--- config.mk ---
export PLATFORM = sky130hd
export DESIGN_NAME = instr_mem_arbiter_flat
export DESIGN_NICKNAME = d
export VERILOG_FILES = /design/src/rtl/instr_mem_arbiter_pkg.sv /design/src/rtl/instr_mem_arbiter_if.sv /design/src/rtl/instr_mem_arbiter_rr_arb2.sv /design/src/rtl/instr_mem_arbiter.sv /design/src/flat_wrapper.sv
export SDC_FILE = /design/constraint.sdc
export NUM_CORES = 1
export LEC_CHECK = 0
export BUFFER_PORTS_ARGS = -buffer_cell sky130_fd_sc_hd__buf_2
export CAP_MARGIN = 10
export CORE_AREA = 8 8 87 89
export DETAILED_ROUTE_END_ITERATION = 10
export DIE_AREA = 0 0 95 97
export GPL_TIMING_DRIVEN = 1
export PLACE_DENSITY_LB_ADDON = 0.15
export SYNTH_ARGS = -nofsm -noshare
export SYNTH_HDL_FRONTEND = slang
export SYNTH_SLANG_ARGS = --single-unit
--- constraint.sdc ---
create_clock -name S_AXI_ACLK -period 2.6 [get_ports S_AXI_ACLK]
set_input_delay 0.52 -clock S_AXI_ACLK [delete_from_list [all_inputs] [get_ports S_AXI_ACLK]]
set_output_delay 0.52 -clock S_AXI_ACLK [all_outputs]
set_load 0.02 [all_outputs]
--- src/rtl/instr_mem_arbiter_pkg.sv ---
// Shared definitions for the instruction memory arbiter slice.
package instr_mem_pkg;

  // Requester identity, used for grant winner and read-response ownership.
  typedef enum logic {
    REQ_HOST = 1'b0,
    REQ_CPU  = 1'b1
  } req_id_e;

  localparam int DEF_DATA_WIDTH = 32;
  localparam int DEF_ADDR_WIDTH = 8;
  localparam int DEF_LOCK_MAX   = 16;
  localparam int STALL_W        = 16;
  localparam int LOCK_CNT_W     = 8;

endpackage

--- src/rtl/instr_mem_arbiter_if.sv ---
// Host, CPU fetch and memory-side signals of the arbiter grouped as one bundle.
// slave  : the arbiter itself.
// master : the requesters plus the memory array (the arbiter's environment).
interface instr_mem_if #(
  parameter int DATA_WIDTH = 32,
  parameter int ADDR_WIDTH = 8
);
  logic                    h_req;
  logic                    h_we;
  logic                    h_lock;
  logic [ADDR_WIDTH-1:0]   h_addr;
  logic [DATA_WIDTH-1:0]   h_wdata;
  logic [DATA_WIDTH/8-1:0] h_wstrb;
  logic                    h_gnt;
  logic                    h_rvalid;
  logic [DATA_WIDTH-1:0]   h_rdata;

  logic                    c_req;
  logic [ADDR_WIDTH-1:0]   c_addr;
  logic                    c_gnt;
  logic                    c_rvalid;
  logic [DATA_WIDTH-1:0]   c_rdata;

  logic                    mem_en;
  logic [DATA_WIDTH/8-1:0] mem_wstrb;
  logic [ADDR_WIDTH-1:0]   mem_addr;
  logic [DATA_WIDTH-1:0]   mem_wdata;
  logic [DATA_WIDTH-1:0]   mem_rdata;

  modport slave (
    input  h_req, h_we, h_lock, h_addr, h_wdata, h_wstrb,
    input  c_req, c_addr,
    input  mem_rdata,
    output h_gnt, h_rvalid, h_rdata,
    output c_gnt, c_rvalid, c_rdata,
    output mem_en, mem_wstrb, mem_addr, mem_wdata
  );

  modport master (
    output h_req, h_we, h_lock, h_addr, h_wdata, h_wstrb,
    output c_req, c_addr,
    output mem_rdata,
    input  h_gnt, h_rvalid, h_rdata,
    input  c_gnt, c_rvalid, c_rdata,
    input  mem_en, mem_wstrb, mem_addr, mem_wdata
  );
endinterface

--- src/rtl/instr_mem_arbiter_rr_arb2.sv ---
// Two-way round-robin grant with host lock override.
// The grant is combinational; only the last winner is stored.
module rr_arb2
  import instr_mem_pkg::*;
(
  input  logic    clk_i,
  input  logic    rst_ni,
  input  logic    h_req_i,
  input  logic    c_req_i,
  input  logic    lock_win_i,
  output logic    valid_o,
  output req_id_e winner_o
);

  req_id_e last_winner_q, last_winner_d;

  // Pick a winner: single requester wins outright, ties go to lock then to the non-last winner.
  always_comb begin
    valid_o       = 1'b0;
    winner_o      = REQ_HOST;
    if (h_req_i && c_req_i) begin
      valid_o = 1'b1;
      if (lock_win_i) begin
        winner_o = REQ_HOST;
      end else begin
        winner_o = (last_winner_q == REQ_HOST) ? REQ_CPU : REQ_HOST;
      end
    end else if (h_req_i) begin
      valid_o  = 1'b1;
      winner_o = REQ_HOST;
    end else if (c_req_i) begin
      valid_o  = 1'b1;
      winner_o = REQ_CPU;
    end
    last_winner_d = valid_o ? winner_o : last_winner_q;
  end

  // Remember every winner, locked host grants included, so the CPU takes the first tie after a lock.
  always_ff @(posedge clk_i or negedge rst_ni) begin
    if (!rst_ni) last_winner_q <= REQ_HOST;
    else         last_winner_q <= last_winner_d;
  end

endmodule

--- src/rtl/instr_mem_arbiter.sv ---
// Shares one single-port synchronous memory between the AXI host side and the CPU fetch port.
// One access per cycle, fixed 1-cycle read latency, responses steered back to their owner.
module instr_mem_arbiter
  import instr_mem_pkg::*;
#(
  parameter int DATA_WIDTH = DEF_DATA_WIDTH,
  parameter int ADDR_WIDTH = DEF_ADDR_WIDTH,
  parameter int LOCK_MAX   = DEF_LOCK_MAX
)(
  input  logic               S_AXI_ACLK,
  input  logic               S_AXI_ARESETN,
  instr_mem_if.slave         bus,
  output logic [STALL_W-1:0] c_stall_cnt
);

  localparam logic [LOCK_CNT_W-1:0] LOCK_MAX_C = LOCK_CNT_W'(LOCK_MAX);
  localparam logic [STALL_W-1:0]    STALL_SAT  = '1;

  logic                  arb_valid;
  req_id_e               arb_winner;
  logic                  gnt_any;
  logic                  host_gnt;
  logic                  cpu_gnt;
  logic                  lock_win;
  logic                  rd_issue;
  logic [ADDR_WIDTH-1:0] addr_w;
  logic [DATA_WIDTH-1:0] rdata_w;

  logic [LOCK_CNT_W-1:0] lock_cnt_q, lock_cnt_d;
  logic                  rd_pend_q, rd_pend_d;
  req_id_e               rd_sel_q, rd_sel_d;
  logic [STALL_W-1:0]    stall_q, stall_d;

  assign lock_win = bus.h_lock && (lock_cnt_q < LOCK_MAX_C);

  rr_arb2 u_arb (
    .clk_i      (S_AXI_ACLK),
    .rst_ni     (S_AXI_ARESETN),
    .h_req_i    (bus.h_req),
    .c_req_i    (bus.c_req),
    .lock_win_i (lock_win),
    .valid_o    (arb_valid),
    .winner_o   (arb_winner)
  );

  // Grants are gated by reset so that nothing reaches the memory while reset is held.
  assign gnt_any  = arb_valid && S_AXI_ARESETN;
  assign host_gnt = gnt_any && (arb_winner == REQ_HOST);
  assign cpu_gnt  = gnt_any && (arb_winner == REQ_CPU);
  assign rd_issue = cpu_gnt || (host_gnt && !bus.h_we);

  assign addr_w  = (arb_winner == REQ_CPU) ? bus.c_addr : bus.h_addr;
  assign rdata_w = bus.mem_rdata;

  assign bus.h_gnt     = host_gnt;
  assign bus.c_gnt     = cpu_gnt;
  assign bus.mem_en    = gnt_any;
  assign bus.mem_addr  = addr_w;
  assign bus.mem_wdata = bus.h_wdata;
  assign bus.mem_wstrb = (host_gnt && bus.h_we) ? bus.h_wstrb : '0;

  assign bus.h_rvalid = rd_pend_q && (rd_sel_q == REQ_HOST);
  assign bus.c_rvalid = rd_pend_q && (rd_sel_q == REQ_CPU);
  assign bus.h_rdata  = rdata_w;
  assign bus.c_rdata  = rdata_w;

  assign c_stall_cnt = stall_q;

  // Next-state for lock counter, read-response tracking and CPU stall counter.
  always_comb begin
    lock_cnt_d = lock_cnt_q;
    if (!bus.h_lock) begin
      lock_cnt_d = '0;
    end else if (cpu_gnt && (lock_cnt_q == LOCK_MAX_C)) begin
      lock_cnt_d = '0;
    end else if (host_gnt && bus.c_req && (lock_cnt_q < LOCK_MAX_C)) begin
      lock_cnt_d = lock_cnt_q + 1'b1;
    end

    rd_pend_d = rd_issue;
    rd_sel_d  = rd_issue ? arb_winner : rd_sel_q;

    stall_d = stall_q;
    if (bus.c_req && !cpu_gnt && (stall_q != STALL_SAT)) begin
      stall_d = stall_q + 1'b1;
    end
  end

  // State registers; reset also drops any read still in flight.
  always_ff @(posedge S_AXI_ACLK or negedge S_AXI_ARESETN) begin
    if (!S_AXI_ARESETN) begin
      lock_cnt_q <= '0;
      rd_pend_q  <= 1'b0;
      rd_sel_q   <= REQ_HOST;
      stall_q    <= '0;
    end else begin
      lock_cnt_q <= lock_cnt_d;
      rd_pend_q  <= rd_pend_d;
      rd_sel_q   <= rd_sel_d;
      stall_q    <= stall_d;
    end
  end

endmodule

--- src/flat_wrapper.sv ---
// flat-port wrapper written by rule: the top's interface ports become plain ports
module instr_mem_arbiter_flat import instr_mem_pkg::*;
#(
  parameter int DATA_WIDTH = DEF_DATA_WIDTH,
  parameter int ADDR_WIDTH = DEF_ADDR_WIDTH,
  parameter int LOCK_MAX   = DEF_LOCK_MAX
)
  (S_AXI_ACLK, S_AXI_ARESETN, c_stall_cnt, bus_h_req, bus_h_we, bus_h_lock, bus_h_addr, bus_h_wdata, bus_h_wstrb, bus_c_req, bus_c_addr, bus_mem_rdata, bus_h_gnt, bus_h_rvalid, bus_h_rdata, bus_c_gnt, bus_c_rvalid, bus_c_rdata, bus_mem_en, bus_mem_wstrb, bus_mem_addr, bus_mem_wdata);
  instr_mem_if #(.DATA_WIDTH(DATA_WIDTH), .ADDR_WIDTH(ADDR_WIDTH)) bus_i ();
  input  logic S_AXI_ACLK;
  input  logic S_AXI_ARESETN;
  output logic [STALL_W-1:0] c_stall_cnt;
  input wire logic [$bits(bus_i.h_req)-1:0] bus_h_req;
  input wire logic [$bits(bus_i.h_we)-1:0] bus_h_we;
  input wire logic [$bits(bus_i.h_lock)-1:0] bus_h_lock;
  input wire logic [$bits(bus_i.h_addr)-1:0] bus_h_addr;
  input wire logic [$bits(bus_i.h_wdata)-1:0] bus_h_wdata;
  input wire logic [$bits(bus_i.h_wstrb)-1:0] bus_h_wstrb;
  input wire logic [$bits(bus_i.c_req)-1:0] bus_c_req;
  input wire logic [$bits(bus_i.c_addr)-1:0] bus_c_addr;
  input wire logic [$bits(bus_i.mem_rdata)-1:0] bus_mem_rdata;
  output wire logic [$bits(bus_i.h_gnt)-1:0] bus_h_gnt;
  output wire logic [$bits(bus_i.h_rvalid)-1:0] bus_h_rvalid;
  output wire logic [$bits(bus_i.h_rdata)-1:0] bus_h_rdata;
  output wire logic [$bits(bus_i.c_gnt)-1:0] bus_c_gnt;
  output wire logic [$bits(bus_i.c_rvalid)-1:0] bus_c_rvalid;
  output wire logic [$bits(bus_i.c_rdata)-1:0] bus_c_rdata;
  output wire logic [$bits(bus_i.mem_en)-1:0] bus_mem_en;
  output wire logic [$bits(bus_i.mem_wstrb)-1:0] bus_mem_wstrb;
  output wire logic [$bits(bus_i.mem_addr)-1:0] bus_mem_addr;
  output wire logic [$bits(bus_i.mem_wdata)-1:0] bus_mem_wdata;
  assign bus_i.h_req = bus_h_req;
  assign bus_i.h_we = bus_h_we;
  assign bus_i.h_lock = bus_h_lock;
  assign bus_i.h_addr = bus_h_addr;
  assign bus_i.h_wdata = bus_h_wdata;
  assign bus_i.h_wstrb = bus_h_wstrb;
  assign bus_i.c_req = bus_c_req;
  assign bus_i.c_addr = bus_c_addr;
  assign bus_i.mem_rdata = bus_mem_rdata;
  assign bus_h_gnt = bus_i.h_gnt;
  assign bus_h_rvalid = bus_i.h_rvalid;
  assign bus_h_rdata = bus_i.h_rdata;
  assign bus_c_gnt = bus_i.c_gnt;
  assign bus_c_rvalid = bus_i.c_rvalid;
  assign bus_c_rdata = bus_i.c_rdata;
  assign bus_mem_en = bus_i.mem_en;
  assign bus_mem_wstrb = bus_i.mem_wstrb;
  assign bus_mem_addr = bus_i.mem_addr;
  assign bus_mem_wdata = bus_i.mem_wdata;
  instr_mem_arbiter #(.DATA_WIDTH(DATA_WIDTH), .ADDR_WIDTH(ADDR_WIDTH), .LOCK_MAX(LOCK_MAX)) u_core (.S_AXI_ACLK(S_AXI_ACLK), .S_AXI_ARESETN(S_AXI_ARESETN), .bus(bus_i), .c_stall_cnt(c_stall_cnt));
endmodule
==> metrics.csv, run 1 <==
metric;value;unit
outcome;finished, final reports clean;
Post-Synth Simple-Gate Area;0.1549;
Post-Route WL;4.401;mm
Avg Cell Area, Syn;9.133;um2
Netlist cell types;31;
Final Hold Viols;0;
post-layout net count;302;
Leakage Power;1.015;nW
R2R setup slack;0.34;ns
clock sink total;27;
worst-case reg-to-reg path depth;5;
crit path launch type;flop;
Synth Cell Area;2165;um2
Yosys top cell by area;buf_4;
Slowest-stage cell, CP;dfrtp_2;
Initial Util;0.3489;
largest net degree at the start of global routing;19;
gpl congestion;0.6980;
Synthesis Warnings;0;
Post-Synth XOR/XNOR Area;0.06069;
via/cell ratio;4.653;
Hold Buf Count CTS;0;
Top cell by count, worst path;buf_6;
Tcrit/Tclk final;0.9630;
multiplexer share of the synthesized area;0.06185;
Cells after Synth;237;
peak supply drop;0.2973;mV
top cell type's share of synthesized area;0.3364;
Layout area overhead;-7.399;%
die height;97;um
Worst setup startpoint;u_core.lock_cnt_q[4];
port buffer count;58;
Synth area leaders;buf_4, dfrtp_1, mux2_2;
Pwr Density;562.6;nW/um2
drt pass-1 iters;4;
CTS tree;done;
die span in x;95;um
setup TNS;0;ns
share of cells above drive strength 1;0.4279;
# setup viols final;0;
Initial DRC Count;38;
Post-Syn Nets;330;
total power;1.128;mW
global-route wire length before repair;6.955;mm
fmax;399.4;MHz
H-tree depth;1;
core box area;6205;um2
Vias;1326;
DRT antenna net count;0;
crit path max fanout;5;
clk_skew;0.002444;ns
GR Overflow Total;0;
crit-path leading delay family;simple AND/OR/NAND/NOR gates;
number of buffers created by CTS;3;
Skew-Pair Late Insertion Delay;0.27;ns
clk root buf;clkbuf_8;
Slew Limit Fails;0;
clock-pin slew on the worst setup and hold paths;0.09;ns
end-of-flow core utilization;0.3230;
HP Class;in -> async;
Rows;29;
CP max stage delay;0.45;ns
RSZ-0062 raised after global routing;yes;
sequential cell area fraction in the yosys report;0.3121;
IO Count;219;
critical-path cell list;nor4_4 -> a21oi_2 -> nor2b_2 -> nand2b_4 -> buf_6 -> mux2_2 -> buf_6;
antenna cells;0;
Critical Path Sink Type;output port;
Critical Path RT;2.08;ns
Slew headroom;0.6068;
GRT Resource Usage Total;0.09290;
vias in the first global route;1315;
initial antenna violation count;0;
WS Path Type;reg -> out;
CP Depth;7;
DIE AREA;9215;um2
Reg-to-Reg Start;u_core.lock_cnt_q[5];
min cycle time layout;2.504;ns
DR WL/cell;15.44;um
Compound-Gate Fraction of Synth Area;0.04566;
area share of fa/ha/maj cells after synthesis;0.01734;
Worst EP arrival;1.98;ns
# Max-Cap Violations;0;
main combinational cell family by area after synthesis;buffers and inverters;
CP bufs+invs;2;
drt drc;0;
FF+latch count, synth;27;
hold slack;0.1844;ns
deepest clock path buffer count;2;
dpl hpwl;3.463;mm
worst-margin pin slew;0.5837;ns
-- metrics by stage --
step,area [um2],std cells,setup slack [ns]
6_report,2004,285,0.09608
2_1_floorplan,2165,237,0.4321
3_5_place_dp,1841,277,0.2029
4_1_cts,1912,283,0.01948
3_3_place_gp,1841,277,0.2318
5_1_grt,2004,285,-0.02576
-- Yosys cell counts --
master and n:
nor4_1 2, a31oi_1 1, a21oi_1 3, xnor2_1 8, and2_1 10, nor2_1 13
nor2b_1 2, buf_4 97, nor3_1 2, ha_1 3, o22ai_2 1, dfrtp_1 27
o2111ai_1 1, a41oi_1 1, a21boi_0 1, a31o_2 1, nand4bb_1 1, nand4_1 4
buf_2 1, o21ai_0 4, inv_1 5, xor2_1 7, and3_1 5, nand3_1 9
a21boi_2 1, and4_1 1, nand2b_1 3, mux2_2 11, or4_4 1, mux2i_1 1
nand2_1 10
-- registers in the layout, summed over array words and instances (netlist names) --
signal,count
u_core.c_stall_cnt,16
u_core.lock_cnt_q,8
u_core.rd_pend_q,1
u_core.rd_sel_q,1
u_core.u_arb.last_winner_q,1
-- cell families after synthesis --
| logic type | Yosys count |
|---|---|
| and+or+nand+nor | 63 |
| adders and majority gates | 3 |
| xor gates and xnor gates | 15 |
| muxes | 12 |
| buffers and inverters | 103 |
| AOI/OAI and AO/OA | 14 |
| DFF | 27 |
-- worst paths after layout --
path,end
setup / recovery,bus_mem_addr[2]
hold / removal,u_core.lock_cnt_q[2]
setup reg to reg,u_core.c_stall_cnt[1]
hold reg to reg,u_core.c_stall_cnt[9]
max in group asynchronous,u_core.lock_cnt_q[4]
min in group S_AXI_ACLK,u_core.rd_pend_q
-- area by class of cell --
cell class	instances	area, um2
fill	664	4200
multi-input combinational	107	765.7
sequential	27	676.9
timing repair buffer	65	400.4
tap	77	96.34
clock buffer	3	41.29
inverter	5	18.77
clock inverter	1	5.005
-- where the power goes --
group	total [mW]	internal [mW]	leakage [nW]	switching, mW
sequential	0.540	0.475	0.358	0.0649
combinational	0.348	0.152	0.631	0.196
clock	0.240	0.107	0.0255	0.132
-- placed cells by master (no fill, tap or decap), types with 5 or more instances in the layout --
master   count
xor2_1       7
nor2_1      13
buf_4        5
inv_1        5
and2_1      10
nand2_1     10
buf_6       10
nand3_1      9
and3_1       5
mux2_2      11
dfrtp_1     26
buf_2       50
xnor2_1      8
-- per-layer routing --
metal,wire length (um),track usage
met1,1665,0.1051
met2,2072,0.1435
met3,467,0.03246
met4,195,0.06010
met5,0,0
-- timing repair --
item,4_1_cts,5_1_grt
pin swaps,1,2
setup endpoints to repair,8,8
setup buffers,2,1
gates resized for setup,2,24
gates cloned,0,1
(Power assumes the default switching activity.)
==> run 2: changes to the inputs <==
--- a/config.mk
+++ b/config.mk
@@ -7,11 +7,13 @@
 export LEC_CHECK = 0
 export BUFFER_PORTS_ARGS = -buffer_cell sky130_fd_sc_hd__buf_2
 export CAP_MARGIN = 10
-export CORE_AREA = 8 8 87 89
+export CORE_AREA = 8 8 88 90
 export DETAILED_ROUTE_END_ITERATION = 10
-export DIE_AREA = 0 0 95 97
+export DIE_AREA = 0 0 96 98
 export GPL_TIMING_DRIVEN = 1
+export HOLD_SLACK_MARGIN = 0.03
 export PLACE_DENSITY_LB_ADDON = 0.15
 export SYNTH_ARGS = -nofsm -noshare
 export SYNTH_HDL_FRONTEND = slang
+export SYNTH_HIERARCHICAL = 1
 export SYNTH_SLANG_ARGS = --single-unit
==> metrics.csv, run 2 <==
metric;value;unit
area of the multi-input gates;783.3;um2
Post-Route WL;4.611;mm
Finished Cell Area;2044;um2
Post-Syn Nets;329;
fmax;391.0;MHz
number of buffers created by CTS;3;
Skew-Pair Late Insertion Delay;0.28;ns
FF+latch count, synth;27;
sequential cell area fraction in the yosys report;0.3075;
Netlist cell types;34;
DIE AREA;9408;um2
vias in the first global route;1473;
Worst EP arrival;2.04;ns
HP Class;in -> async;
worst-margin pin slew;0.4647;ns
min cycle time layout;2.558;ns
post-layout net count;300;
outcome;finished, final reports clean;
critical-path cell list;nor4_4 -> and2_4 -> o21ai_2 -> and2_4 -> and3b_2 -> and3_4 -> buf_6;
Post-synth top cells;buf_4, dfrtp_1, xor2_1;
total power;1.199;mW
most common cell after layout, fill and taps aside;buf_2;
Seq. cell area;675.6;um2
CP bufs+invs;1;
Cells after Synth;236;
Vias;1355;
crit-path leading delay family;simple AND/OR/NAND/NOR gates;
Rows;30;
clk_skew;0.01404;ns
Leakage Power;1.026;nW
Critical Path Sink Type;output port;
Initial DRC Count;31;
most frequent cells in the layout;buf_2, dfrtp_1, xor2_1;
Synth area leaders;buf_4, dfrtp_1, xor2_1;
deepest clock path buffer count;2;
initial antenna violation count;0;
# setup viols final;0;
# Max-Cap Violations;0;
largest net degree at the start of global routing;17;
Fillers;688;
top_reg_cell synth;dfrtp_1;
clk root buf;clkbuf_8;
clock sink total;27;
gpl congestion;0.6853;
Tcrit/Tclk final;0.9837;
drt drc;0;
Top cell by count, worst path;and2_4;
GRT Resource Usage Total;0.09404;
die span in x;96;um
worst-case reg-to-reg path depth;9;
Largest register FFs;16;
IO Count;219;
Slew headroom;0.6876;
drt pass-1 iters;4;
port buffer count;58;
via/cell ratio;4.738;
GR Overflow Total;0;
top cell type's share of synthesized area;0.3280;
Post-synth EDFFs;0;
Critical Path RT;2.08;ns
# placed instances;278;
most frequent cell after synthesis;buf_4;
CP max stage delay;0.42;ns
peak supply drop;0.2340;mV
RSZ-0062 raised after global routing;yes;
placed inst area;1858;um2
Synthesis Warnings;6;
Slew Limit Fails;0;
DRT antenna net count;0;
Yosys top cell by area;buf_4;
Final Hold Viols;0;
Final Non-Filler Cells;286;
CTS tree;done;
dpl hpwl;3.550;mm
Post-synth ARST share;1.000;
antenna cells;0;
die height;98;um
Reg-to-Reg Start;u_core/lock_cnt_q[7];
R2R setup slack;0.32;ns
H-tree depth;1;
DR WL/cell;16.12;um
Layout area overhead;-6.948;%
Reg2Reg Capture Point;u_core/c_stall_cnt[1];
crit path max fanout;6;
crit path launch type;flop;
core box area;6494;um2
clock-pin slew on the worst setup and hold paths;0.10;ns
global-route wire length before repair;7.141;mm
Initial Util;0.3383;
WS Path Type;reg -> out;
share of cells above drive strength 1;0.4515;
Avg Cell Area, Syn;9.310;um2
Slowest-stage cell, CP;dfrtp_1;
Synth Cell Area;2197;um2
Pwr Density;586.3;nW/um2
run 2: kinds of logic after synthesis:
family	count (synthesis)	synth area share
buffers and inverters	104	0.3525
multiplexers	10	0.05239
AND/OR/NAND/NOR	68	0.1817
adder cells (fa/ha/maj)	3	0.01709
AO/OA/AOI/OAI	6	0.01709
XOR/XNOR	18	0.07176
flip-flops	27	0.3075
run 2: power breakdown:
group / total, mW / internal [mW] / switching [mW]
registers: 0.563 / 0.483 / 0.0794
clock network: 0.242 / 0.110 / 0.132
logic: 0.394 / 0.173 / 0.221
run 2: metal layers:
metal	share of wire	GRT usage	vias to the layer above
met5	0	0	-
met4	0.045	0.06864	0
met3	0.096	0.02302	41
met2	0.45	0.1447	55
met1	0.41	0.1092	635
li1	-	-	624
run 2: what timing repair did:
action | 4_1_cts | 5_1_grt
hold buffers | 0 | 0
setup buffers | 2 | 2
setup endpoints to repair | 13 | 12
pin swaps | 0 | 4
resized for setup | 3 | 29
endpoints found under the hold margin | 0 | 0
run 2: layout make-up:
cell class / instances / share of cell area
multi-input combinational: 105 / 0.3831
tap: 80 / 0.04896
inverter: 4 / 0.007344
sequential: 27 / 0.3305
timing repair buffer: 66 / 0.2081
clock buffer: 4 / 0.02203
run 2: worst register-to-register path, delay by kind of cell, from the launching register on:
kind | cells | cell delay (ns)
AO/OA/AOI/OAI | 1 | 0.05
buffers and inverters | 1 | 0.13
multiplexers | 1 | 0.31
AND/OR/NAND/NOR | 6 | 1.28
flip-flops | 1 | 0.42
run 2: worst max-delay path by stage:
stage | start | endpoint | slack (ns) | depth (start not counted)
2_1_floorplan | u_core/lock_cnt_q[4] | bus_mem_wstrb[0] | 0.15 | 8
3_3_place_gp | u_core/lock_cnt_q[4] | bus_mem_wstrb[3] | 0.17 | 7
3_5_place_dp | u_core/lock_cnt_q[4] | bus_mem_wstrb[3] | 0.13 | 7
4_1_cts | u_core/lock_cnt_q[4] | bus_mem_addr[3] | 0.006 | 7
5_1_grt | u_core/lock_cnt_q[7] | bus_mem_wstrb[1] | -0.07 | 7
6_report | u_core/lock_cnt_q[7] | bus_mem_wstrb[3] | 0.04 | 7
run 2: through the flow:
step	TNS, ns	hold WS [ns]	setup slack [ns]	util
2_1_floorplan	0	0.2244	0.1457	-
3_3_place_gp	0	0.4635	0.1744	0.2861
3_5_place_dp	0	0.4538	0.1285	0.2861
4_1_cts	0	0.1510	0.005852	0.2979
5_1_grt	-0.4123	0.1686	-0.06784	0.3148
6_report	0	0.1421	0.04246	0.3148
==> run 3: changes to the inputs <==
--- a/config.mk
+++ b/config.mk
@@ -7,12 +7,13 @@
 export LEC_CHECK = 0
 export BUFFER_PORTS_ARGS = -buffer_cell sky130_fd_sc_hd__buf_2
 export CAP_MARGIN = 10
-export CORE_AREA = 8 8 88 90
+export CORE_AREA = 8 8 84 93
 export DETAILED_ROUTE_END_ITERATION = 10
-export DIE_AREA = 0 0 96 98
+export DIE_AREA = 0 0 92 101
 export GPL_TIMING_DRIVEN = 1
 export HOLD_SLACK_MARGIN = 0.03
 export PLACE_DENSITY_LB_ADDON = 0.15
+export RECOVER_POWER = 50
 export SYNTH_ARGS = -nofsm -noshare
 export SYNTH_HDL_FRONTEND = slang
 export SYNTH_HIERARCHICAL = 1
==> constraint.sdc (replaced) <==
create_clock -name S_AXI_ACLK -period 2.4 [get_ports S_AXI_ACLK]
set_input_delay 0.48 -clock S_AXI_ACLK [delete_from_list [all_inputs] [get_ports S_AXI_ACLK]]
set_output_delay 0.48 -clock S_AXI_ACLK [all_outputs]
set_load 0.02 [all_outputs]
==> metrics.csv, run 3 (synthesis gave the netlist of run 2 again) <==
metric;value;unit
most frequent cells in the layout;buf_2, dfrtp_1, xor2_1;
CTS tree;done;
crit path launch type;flop;
Rows;31;
drt drc;0;
Initial DRC Count;86;
Skew-Pair Late Insertion Delay;0.27;ns
worst-margin pin slew;0.3665;ns
Layout area overhead;-5.296;%
Initial Util;0.3454;
Largest register FFs;16;
Fillers;663;
GR Overflow Total;0;
antenna cells;0;
Slew Limit Fails;0;
# placed instances;281;
Finished Cell Area;2081;um2
R2R setup slack;0.21;ns
placed inst area;1874;um2
Vias;1412;
clk_skew;0.002458;ns
DR WL/cell;16.38;um
gpl congestion;0.7235;
initial antenna violation count;0;
Final Non-Filler Cells;293;
Critical Path Sink Type;output port;
share of cells above drive strength 1;0.4455;
outcome;complete, but fails checks;
post-layout net count;305;
clk root buf;clkbuf_8;
core box area;6361;um2
Final Hold Viols;0;
fmax;413.2;MHz
largest net degree at the start of global routing;27;
Worst EP arrival;1.94;ns
DIE AREA;9292;um2
Reg-to-Reg Start;u_core/lock_cnt_q[4];
clock-pin slew on the worst setup and hold paths;0.09;ns
# Max-Cap Violations;0;
Post-Route WL;4.798;mm
Tcrit/Tclk final;1.008;
RSZ-0062 raised after global routing;yes;
min cycle time layout;2.420;ns
deepest clock path buffer count;2;
via/cell ratio;4.819;
number of buffers created by CTS;3;
IO Count;219;
min setup slack post-route;-0.02010;ns
dpl ws;0.06958;ns
Critical Path RT;1.92;ns
Slowest-stage cell, CP;dfrtp_1;
Leakage Power;1.046;nW
port buffer count;58;
Worst setup startpoint;u_core/lock_cnt_q[4];
HP Class;in -> async;
WS Path Type;reg -> out;
dpl hpwl;3.599;mm
global-route wire length before repair;8.004;mm
peak supply drop;0.2445;mV
# setup viols final;4;
die span in x;92;um
Slew headroom;0.7536;
most common cell after layout, fill and taps aside;buf_2;
Pwr Density;628.3;nW/um2
critical-path cell list;nor4_4 -> and2_1 -> o21ai_2 -> and2_4 -> and3b_2 -> and3_4 -> buf_6;
GRT Resource Usage Total;0.1046;
vias in the first global route;1612;
DRT antenna net count;0;
H-tree depth;1;
crit path max fanout;5;
CP max stage delay;0.42;ns
failing checks;negative setup slack;
clock sink total;27;
drt pass-1 iters;4;
Reg2Reg Capture Point;u_core/c_stall_cnt[13];
die height;101;um
worst-case reg-to-reg path depth;9;
-- run 3: how the worst max path moves through the flow --
stage	end	slack [ns]	depth (start not counted)
after floorplan	bus_mem_wstrb[0]	0.04	8
final	bus_mem_wstrb[0]	-0.02	7
after global routing	bus_mem_wstrb[1]	-0.14	7
after CTS	bus_mem_wstrb[0]	-0.04	7
after detailed placement	bus_mem_wstrb[0]	0.07	7
after global placement	bus_mem_wstrb[3]	0.12	7
-- run 3: critical path, delay by kind of cell, from the launching register on --
family          cells  cell delay, ns
flops               1            0.42
buf+inv             1            0.11
compound gates      1            0.06
simple gates        5            1.09
-- run 3: final cells by class --
type | instances | area (um2) | area share
Multi-Input combinational cell | 105 | 770.7 | 0.3704
Sequential cell | 27 | 675.6 | 0.3247
Timing Repair Buffer | 71 | 471.7 | 0.2267
Tap cell | 82 | 102.6 | 0.04931
Clock buffer | 4 | 45.04 | 0.02165
Inverter | 4 | 15.01 | 0.007216
-- run 3: where the power goes --
part | switching, mW | total (mW) | leakage, nW | internal [mW]
registers | 0.0934 | 0.617 | 0.348 | 0.524
clock network | 0.143 | 0.262 | 0.0228 | 0.119
logic | 0.238 | 0.428 | 0.675 | 0.190
total | 0.475 | 1.31 | 1.05 | 0.833
-- run 3: through the flow --
| stage | total power, mW | util | TNS (ns) | hold WS (ns) |
|---|---|---|---|---|
| 2_1_floorplan | 1.095 | - | 0 | 0.1844 |
| 3_3_place_gp | 1.037 | 0.2947 | 0 | 0.3113 |
| 3_5_place_dp | 1.038 | 0.2947 | 0 | 0.3080 |
| 4_1_cts | 1.342 | 0.3242 | -0.1593 | 0.3076 |
| 5_1_grt | 1.400 | 0.3271 | -1.363 | 0.3303 |
| 6_report | 1.307 | 0.3271 | -0.07205 | 0.2867 |
-- run 3: per-layer routing --
metal	global-route usage	part of all wire
met1	0.1117	0.40
met2	0.1641	0.44
met3	0.02906	0.092
met4	0.09801	0.068
met5	0	0
-- run 3: what timing repair did --
| action | 4_1_cts | 5_1_grt |
|---|---|---|
| pin swaps | 4 | 2 |
| endpoints found under the setup margin | 13 | 14 |
| gates resized for setup | 27 | 3 |
| endpoints found under the hold margin | 1 | 0 |
| hold buffers | 1 | 0 |
| setup buffers | 6 | 1 |
